--- config.mk ---
export PLATFORM = sky130hd
export DESIGN_NAME = mem_port_arbiter
export DESIGN_NICKNAME = d
export VERILOG_FILES = /design/src/rtl/mem_port_arbiter.sv
export SDC_FILE = /design/constraint.sdc
export NUM_CORES = 1
export LEC_CHECK = 0
export CAP_MARGIN = 15
export CORE_ASPECT_RATIO = 1.25
export CORE_UTILIZATION = 46
export CTS_BUF_LIST = sky130_fd_sc_hd__clkbuf_4
export DETAILED_ROUTE_END_ITERATION = 16
export GPL_TIMING_DRIVEN = 0
export PLACE_DENSITY = 0.94
export SYNTH_ARGS = -nofsm -noshare
export SYNTH_HDL_FRONTEND = slang
export SYNTH_SLANG_ARGS = --single-unit
--- constraint.sdc ---
create_clock -name clk -period 4.16 [get_ports clk]
set_clock_uncertainty 0.2 [all_clocks]
set_input_delay 0.832 -clock clk [delete_from_list [all_inputs] [get_ports clk]]
set_output_delay 0.832 -clock clk [all_outputs]
set_load 0.05 [all_outputs]
--- src/rtl/mem_port_arbiter.sv ---
// Arbitrates one single-ported unified memory between the fetch (IF) and data (MEM) stages.
// Optional `MEMARB_PERF_EN adds a saturating 32-bit perf_conflicts counter output.
module mem_port_arbiter #(
    parameter int unsigned ADDR_W         = 32,
    parameter int unsigned DATA_W         = 32,
    parameter int unsigned MAX_DATA_BURST = 4
) (
    input  logic                clk,
    input  logic                rst_n,
    input  logic                if_req,
    input  logic [ADDR_W-1:0]   if_addr,
    output logic [DATA_W-1:0]   if_rdata,
    output logic                if_valid,
    input  logic                dm_req,
    input  logic                dm_we,
    input  logic [DATA_W/8-1:0] dm_be,
    input  logic [ADDR_W-1:0]   dm_addr,
    input  logic [DATA_W-1:0]   dm_wdata,
    output logic [DATA_W-1:0]   dm_rdata,
    output logic                dm_valid,
    output logic                stall_if,
    output logic                stall_mem,
    output logic                mem_req,
    output logic                mem_we,
    output logic [DATA_W/8-1:0] mem_be,
    output logic [ADDR_W-1:0]   mem_addr,
    output logic [DATA_W-1:0]   mem_wdata,
    input  logic                mem_ready,
`ifdef MEMARB_PERF_EN
    output logic [31:0]         perf_conflicts,
`endif
    input  logic [DATA_W-1:0]   mem_rdata
);

    localparam int unsigned BE_W    = DATA_W / 8;
    localparam int unsigned BURST_W = 4;
    localparam logic [BURST_W-1:0] BURST_MAX = BURST_W'(MAX_DATA_BURST);

    localparam logic [2:0] S_IDLE   = 3'd0;
    localparam logic [2:0] S_BUSY_I = 3'd1;
    localparam logic [2:0] S_BUSY_D = 3'd2;
    localparam logic [2:0] S_RESP_I = 3'd3;
    localparam logic [2:0] S_RESP_D = 3'd4;

    logic [2:0]         state_q,     state_d;
    logic [BURST_W-1:0] burst_cnt_q, burst_cnt_d;
    logic               mem_req_q,   mem_req_d;
    logic               mem_we_q,    mem_we_d;
    logic [BE_W-1:0]    mem_be_q,    mem_be_d;
    logic [ADDR_W-1:0]  mem_addr_q,  mem_addr_d;
    logic [DATA_W-1:0]  mem_wdata_q, mem_wdata_d;
    logic [DATA_W-1:0]  if_rdata_q,  if_rdata_d;
    logic [DATA_W-1:0]  dm_rdata_q,  dm_rdata_d;
    logic               if_valid_q,  if_valid_d;
    logic               dm_valid_q,  dm_valid_d;
    logic               data_blocked_c;

    // Data loses IDLE arbitration only once it has used up its burst allowance.
    assign data_blocked_c = (burst_cnt_q == BURST_MAX) && if_req;

    always_comb begin
        state_d     = state_q;
        burst_cnt_d = burst_cnt_q;
        mem_req_d   = mem_req_q;
        mem_we_d    = mem_we_q;
        mem_be_d    = mem_be_q;
        mem_addr_d  = mem_addr_q;
        mem_wdata_d = mem_wdata_q;
        if_rdata_d  = if_rdata_q;
        dm_rdata_d  = dm_rdata_q;
        if_valid_d  = 1'b0;
        dm_valid_d  = 1'b0;

        case (state_q)
            S_IDLE: begin
                if (dm_req && !data_blocked_c) begin
                    state_d     = S_BUSY_D;
                    mem_req_d   = 1'b1;
                    mem_we_d    = dm_we;
                    mem_be_d    = dm_be;
                    mem_addr_d  = dm_addr;
                    mem_wdata_d = dm_wdata;
                    if (burst_cnt_q != BURST_MAX) begin
                        burst_cnt_d = burst_cnt_q + BURST_W'(1);
                    end
                end else if (if_req) begin
                    state_d     = S_BUSY_I;
                    mem_req_d   = 1'b1;
                    mem_we_d    = 1'b0;
                    mem_be_d    = '1;
                    mem_addr_d  = if_addr;
                    mem_wdata_d = '0;
                    burst_cnt_d = '0;
                end
            end
            S_BUSY_I: begin
                if (mem_ready) begin
                    state_d    = S_RESP_I;
                    mem_req_d  = 1'b0;
                    if_rdata_d = mem_rdata;
                    if_valid_d = 1'b1;
                end
            end
            S_BUSY_D: begin
                if (mem_ready) begin
                    state_d    = S_RESP_D;
                    mem_req_d  = 1'b0;
                    dm_valid_d = 1'b1;
                    if (!mem_we_q) begin
                        dm_rdata_d = mem_rdata;
                    end
                end
            end
            S_RESP_I, S_RESP_D: begin
                state_d = S_IDLE;
            end
            default: begin
                state_d = S_IDLE;
            end
        endcase
    end

    always_ff @(posedge clk or negedge rst_n) begin
        if (!rst_n) begin
            state_q     <= S_IDLE;
            burst_cnt_q <= '0;
            mem_req_q   <= 1'b0;
            mem_we_q    <= 1'b0;
            mem_be_q    <= '0;
            mem_addr_q  <= '0;
            mem_wdata_q <= '0;
            if_rdata_q  <= '0;
            dm_rdata_q  <= '0;
            if_valid_q  <= 1'b0;
            dm_valid_q  <= 1'b0;
        end else begin
            state_q     <= state_d;
            burst_cnt_q <= burst_cnt_d;
            mem_req_q   <= mem_req_d;
            mem_we_q    <= mem_we_d;
            mem_be_q    <= mem_be_d;
            mem_addr_q  <= mem_addr_d;
            mem_wdata_q <= mem_wdata_d;
            if_rdata_q  <= if_rdata_d;
            dm_rdata_q  <= dm_rdata_d;
            if_valid_q  <= if_valid_d;
            dm_valid_q  <= dm_valid_d;
        end
    end

    assign mem_req   = mem_req_q;
    assign mem_we    = mem_we_q;
    assign mem_be    = mem_be_q;
    assign mem_addr  = mem_addr_q;
    assign mem_wdata = mem_wdata_q;
    assign if_rdata  = if_rdata_q;
    assign dm_rdata  = dm_rdata_q;
    assign if_valid  = if_valid_q;
    assign dm_valid  = dm_valid_q;

    // Stalls feed the hazard unit combinationally so it reacts in the request cycle.
    assign stall_if  = if_req & ~if_valid_q;
    assign stall_mem = dm_req & ~dm_valid_q;

`ifdef MEMARB_PERF_EN
    logic [31:0] perf_cnt_q, perf_cnt_d;
    logic        conflict_c;

    assign conflict_c = if_req && dm_req && (stall_if || stall_mem);

    always_comb begin
        perf_cnt_d = perf_cnt_q;
        if (conflict_c && (perf_cnt_q != 32'hFFFF_FFFF)) begin
            perf_cnt_d = perf_cnt_q + 32'd1;
        end
    end

    always_ff @(posedge clk or negedge rst_n) begin
        if (!rst_n) begin
            perf_cnt_q <= '0;
        end else begin
            perf_cnt_q <= perf_cnt_d;
        end
    end

    assign perf_conflicts = perf_cnt_q;
`endif

endmodule
Word level (Yosys, flattened, before mapping)
Index checks and enable logic that the tools add are counted.
{"block": "totals", "reg_bits": 143, "latch_bits": 0, "mem_bits_rw": 0, "rom_bits": 0, "inputBits": 138, "out_inout_bits": 138, "elab_cells": 62, "n_memories": 0}
{"block": "op_classes", "n_addsub": 1, "n_mul": 0, "div": 0, "n_lt_le_gt_ge": 0, "n_eq_ne": 9, "n_shift": 0, "mux": 23, "bitwise": 5, "n_reduce_logical": 13}
{"operator": "two-way mux 32 bit", "n": 4}
{"operator": "two-way mux 4 bit", "n": 5}
{"operator": "two-way mux 3 bit", "n": 4}
{"operator": "AND reduction 3 bit", "n": 4}
{"operator": "case mux 3 bit (3 select lines)", "n": 1}
{"operator": "two-way mux 1 bit", "n": 8}
{"operator": "adder 4 x 1 -> 4 bit, second input constant", "n": 1}
{"operator": "equality test 4 x 3 -> 1 bit, second input constant", "n": 1}
{"operator": "!= test 2 x 1 -> 1 bit, second input constant", "n": 2}
{"operator": "!= test 2 bit, second input constant", "n": 2}
{"operator": "!= test 4 x 3 -> 1 bit, second input constant", "n": 1}
{"operator": "AND reduction 2 bit", "n": 2}
{"operator": "nonzero test 2 bit", "n": 2}
{"operator": "equality test 3 x 1 -> 1 bit, second input constant", "n": 1}
{"operator": "equality test 3 x 2 -> 1 bit, second input constant", "n": 1}
{"operator": "zero test 3 bit", "n": 1}
{"operator": "!= test 3 bit, second input constant", "n": 1}
{"operator": "NOT 1 bit", "n": 3}
{"operator": "AND 1 bit", "n": 2}
{"operator": "logical AND 1 bit", "n": 2}
{"operator": "case mux 1 bit (2 select lines)", "n": 1}
{"operator": "OR reduction 2 bit", "n": 1}
{"operator": "zero test 1 bit", "n": 1}

Logic depth before layout (Yosys ltp)
{"block": "logic_depth", "ltp_word": 6, "ltp_mapped": 8, "ltp_nobuf": 6}

Worst setup path after synthesis
No wires, ideal clock.
{"block": "synth_path", "kind": "input to output", "startpoint": "input port dm_req", "endpoint": "output port stall_mem", "arrival_ns": 1.708, "setup_slack_ns": 1.420, "stages": 2, "cell_sequence": "buf_2 nor2b_1"}
{"block": "synth_between", "elab_chain_len": 1}
{"element": "from (decl)", "line_no": "14", "text": "input logic dm_req,"}
{"element": "AND 1 bit", "line_no": "163", "text": "assign stall_mem = dm_req & ~dm_valid_q;"}
{"element": "to (decl)", "line_no": "22", "text": "output logic stall_mem,"}
No other way between the ends.

Worst setup path after layout
{"block": "layout_path", "startpoint": "input port if_req", "endpoint": "output port stall_if"}
{"block": "layout_between", "elab_chain_len": 1}
{"element": "from (decl)", "line_no": "10", "text": "input logic if_req,"}
{"element": "AND 1 bit", "line_no": "162", "text": "assign stall_if = if_req & ~if_valid_q;"}
{"element": "to (decl)", "line_no": "21", "text": "output logic stall_if,"}
No other way between the ends.

==> impl_metrics.toml <==
[sta]
setup_viol_count_final = 0
hold-worst-slack_ps = 79.9
finalCriticalPeriod_ps = 3420
worst_pin_slew_ps = 594
max_freq_ghz = 0.292
fin_crit_sh_pct = 82.2
rsz0062_at_grt = "no"
relSlewSlack_pct = 60.4
hold_viol = 0
slew_violations = 0

[placed_design]
dp_cells = 888
gp_congestion = 0.857
dp_hpwl_um = 12700
portBuffers = 274

[route]
ant_nets = 0
met2WireLength_um = 8630
drt-total-wl_um = 16700
wl_met3_um = 1000
dr.pass1.iters = 7
top_layer_used = "met4"
routed_via_density = 5.18
drt_iter0_markers = 190
vias = 4775
met1_length_um = 6410
routedWlPerCell_um = 18.1
route.detailed.drc = 0

[global_routing]
grtUsageTotal_pct = 26.4
grt_max_degree = 82
antenna_found_initial = 1
grt_pass1_wl_um = 26100
grt_pass1_vias = 5145
overflow = 0

[run]
drv_cap = 0

[run_status]
status = "finished clean"

[clock_tree]
cts_buffers = 17
cts_hold_buf = 0
cts_root_buffer = "clkbuf_4"
cts_resized = 0
clock_path_buffers = 2
clk-insertion-delay-late_ps = 510
clk_pin_slew_ps = 120
cts_tree = "yes"
h-tree-depth = 4
cts_setup_buffers = 0
cts.sinks = 143

[floorplanning]
die_h_um = 128
die_area_sq_mm = 0.0131
ioPinCount = 276
fp.dieW_um = 102
core_sq_mm = 0.0122
core.rowCount = 45
initial_core_util_pct = 47.5

[yosys]
yosysTopAreaCellShare_pct = 61.7
synth_area_per_cell_sq_um = 12.9
syn_area_sq_mm = 0.00580
synth-seq-cells = 143
synthDistinctLibCells = 35
postSynthCellCount = 449
yosysWarnings = 0
synthTopCellsByArea = "dfrtp_1 (62%), mux2_4 (7.8%), a21oi_1 (5.8%)"
post-synth-top-area-cell = "dfrtp_1"
synth_nets = 589
ys_seq_area_share_pct = 61.7

[critical_path]
worstPathRequired_ps = 3130
critical_path.cell_chain = "clkdlybuf4s50_1 -> nor2b_1 -> clkdlybuf4s50_1"
cp_data_arrival_time_ps = 2390
crit_fanout = 5
reg2reg_slack_ps = 1990
crit_path_top_delay_cell = "clkdlybuf4s50_1"
cp-start-kind = "input pin"
cpMostUsedCell = "clkdlybuf4s50_1"
r2r-end = "mem_addr[28]"
rr_worst_depth = 7
critPathCaptureType = "output port"
crit_type = "in -> out"
regToRegStartpoint = "burst_cnt_q[0]"
critPathMaxStageDelay_ps = 810

[final_layout]
drive_above_1_share_pct = 12.6
finalNetCount = 883
fillerInstances = 829
instances_no_fill = 921
syn2layout_area_growth_pct = 56.2
final_core_util_pct = 74.2

[min_path]
min_path_type = "in -> async"

[power_and_ir_drop]
p_per_area_mw_per_mm2 = 969
leakagePower_nw = 3.90
peakVddDrop_v = 0.000768
[layout by cell type (no fill, tap or decap), types with 2 or more instances in the layout]
cell,synthesis,layout
buf_6,7,8
inv_1,2,2
mux2_4,30,30
nor3_1,2,2
clkinv_1,0,2
o21ai_0,3,3
or2_2,3,3
ha_1,2,2
mux2_2,5,5
clkinvlp_4,0,2
buf_4,2,2
clkbuf_4,0,18
mux2_1,29,29
buf_2,9,9
clkdlybuf4s50_1,0,273
dfrtp_1,143,143
nand2_1,41,41
clkbuf_1,10,10
clkinv_2,0,2
and2_1,2,2
a22o_1,35,35
o22a_1,4,4
a21oi_1,67,67
nor2b_1,3,3
nor2_1,35,35
clkinv_4,0,6
bufinv_16,0,2
[registers in the layout (all words and copies together), names as in the netlist]
signal	cells
dm_valid	1
if_valid	1
mem_req	1
state_q	3
dm_rdata	32
mem_we	1
if_rdata	32
mem_wdata	32
burst_cnt_q	4
mem_be	4
mem_addr	32
[metal layers]
layer,global-route usage [%],up-vias
li1,-,2177
met5,0,-
met3,6.62,51
met2,44.2,220
met4,13.8,0
met1,30.8,2327
[layout make-up]
type | count | area, sq um | area share (%)
Antenna cell | 1 | 2.50 | 0.0276
Buffer | 29 | 181 | 2.00
Clock buffer | 18 | 135 | 1.49
Clock inverter | 14 | 145 | 1.60
Inverter | 3 | 11.3 | 0.124
Multi-Input combinational cell | 274 | 2030 | 22.4
Sequential cell | 143 | 3580 | 39.5
Tap cell | 164 | 205 | 2.26
Timing Repair Buffer | 275 | 2770 | 30.6
[through the flow]
| step | setup slack, ps | TNS, ps | power [mW] | instance area, sq um |
|---|---|---|---|---|
| after global routing | 701 | 0 | 9.19 | 9060 |
| final | 740 | 0 | 8.78 | 9060 |
| after floorplan | 1420 | 0 | 6.03 | 5800 |
| after CTS | 743 | 0 | 8.83 | 9060 |
| after detailed placement | 765 | 0 | 7.95 | 8780 |
| after global placement | -3210 | -456960 | 7.77 | 8750 |
[cell usage after synthesis]
library cell  instances
dfrtp_1             143
a21oi_1              67
nand2_1              41
a22o_1               35
nor2_1               35
mux2_4               30
mux2_1               29
clkbuf_1             10
buf_2                 9
buf_6                 7
mux2_2                5
o22a_1                4
nor2b_1               3
o21ai_0               3
or2_2                 3
and2_1                2
buf_4                 2
ha_1                  2
inv_1                 2
nor3_1                2
a211o_1               1
a32o_1                1
and4b_1               1
and4bb_1              1
and4bb_2              1
clkbuf_2              1
inv_2                 1
nand3_1               1
nand3b_1              1
nand4b_1              1
nor2_2                1
nor2b_4               1
nor4b_4               1
o21ba_2               1
o31ai_1               1
[power by group]
part	switching (mW)	internal (mW)	leakage, nW
Combinational	3.42	1.99	2.03
Sequential	0.433	2.07	1.72
Clock	0.503	0.362	0.147
Total	4.36	4.42	3.90
[worst max-delay path by stage]
stage               slack (ps)           end  depth (start not counted)  startpoint
floorplan                 1420     stall_mem                          2      dm_req
global placement         -3210  mem_addr[15]                          1       rst_n
detailed placement         760      stall_if                          3      if_req
CTS                        740      stall_if                          3      if_req
global route               700      stall_if                          3      if_req
finish                     740      stall_if                          3      if_req
[cells by family after synthesis]
| group | after synthesis | synth area share [%] |
|---|---|---|
| multiplexers | 64 | 14.4 |
| buffers and inverters | 32 | 3.32 |
| AO/OA/AOI/OAI | 113 | 12.5 |
| flip-flops | 143 | 61.7 |
| adder cells (fa/ha/maj) | 2 | 0.431 |
| AND/OR/NAND/NOR | 95 | 7.68 |
[worst max-delay path, delay by kind of cell]
kind / cells / cell delay (ps)
AND/OR/NAND/NOR: 1 / 170
buffers and inverters: 2 / 1390
Power figures use the tool's default switching activity.
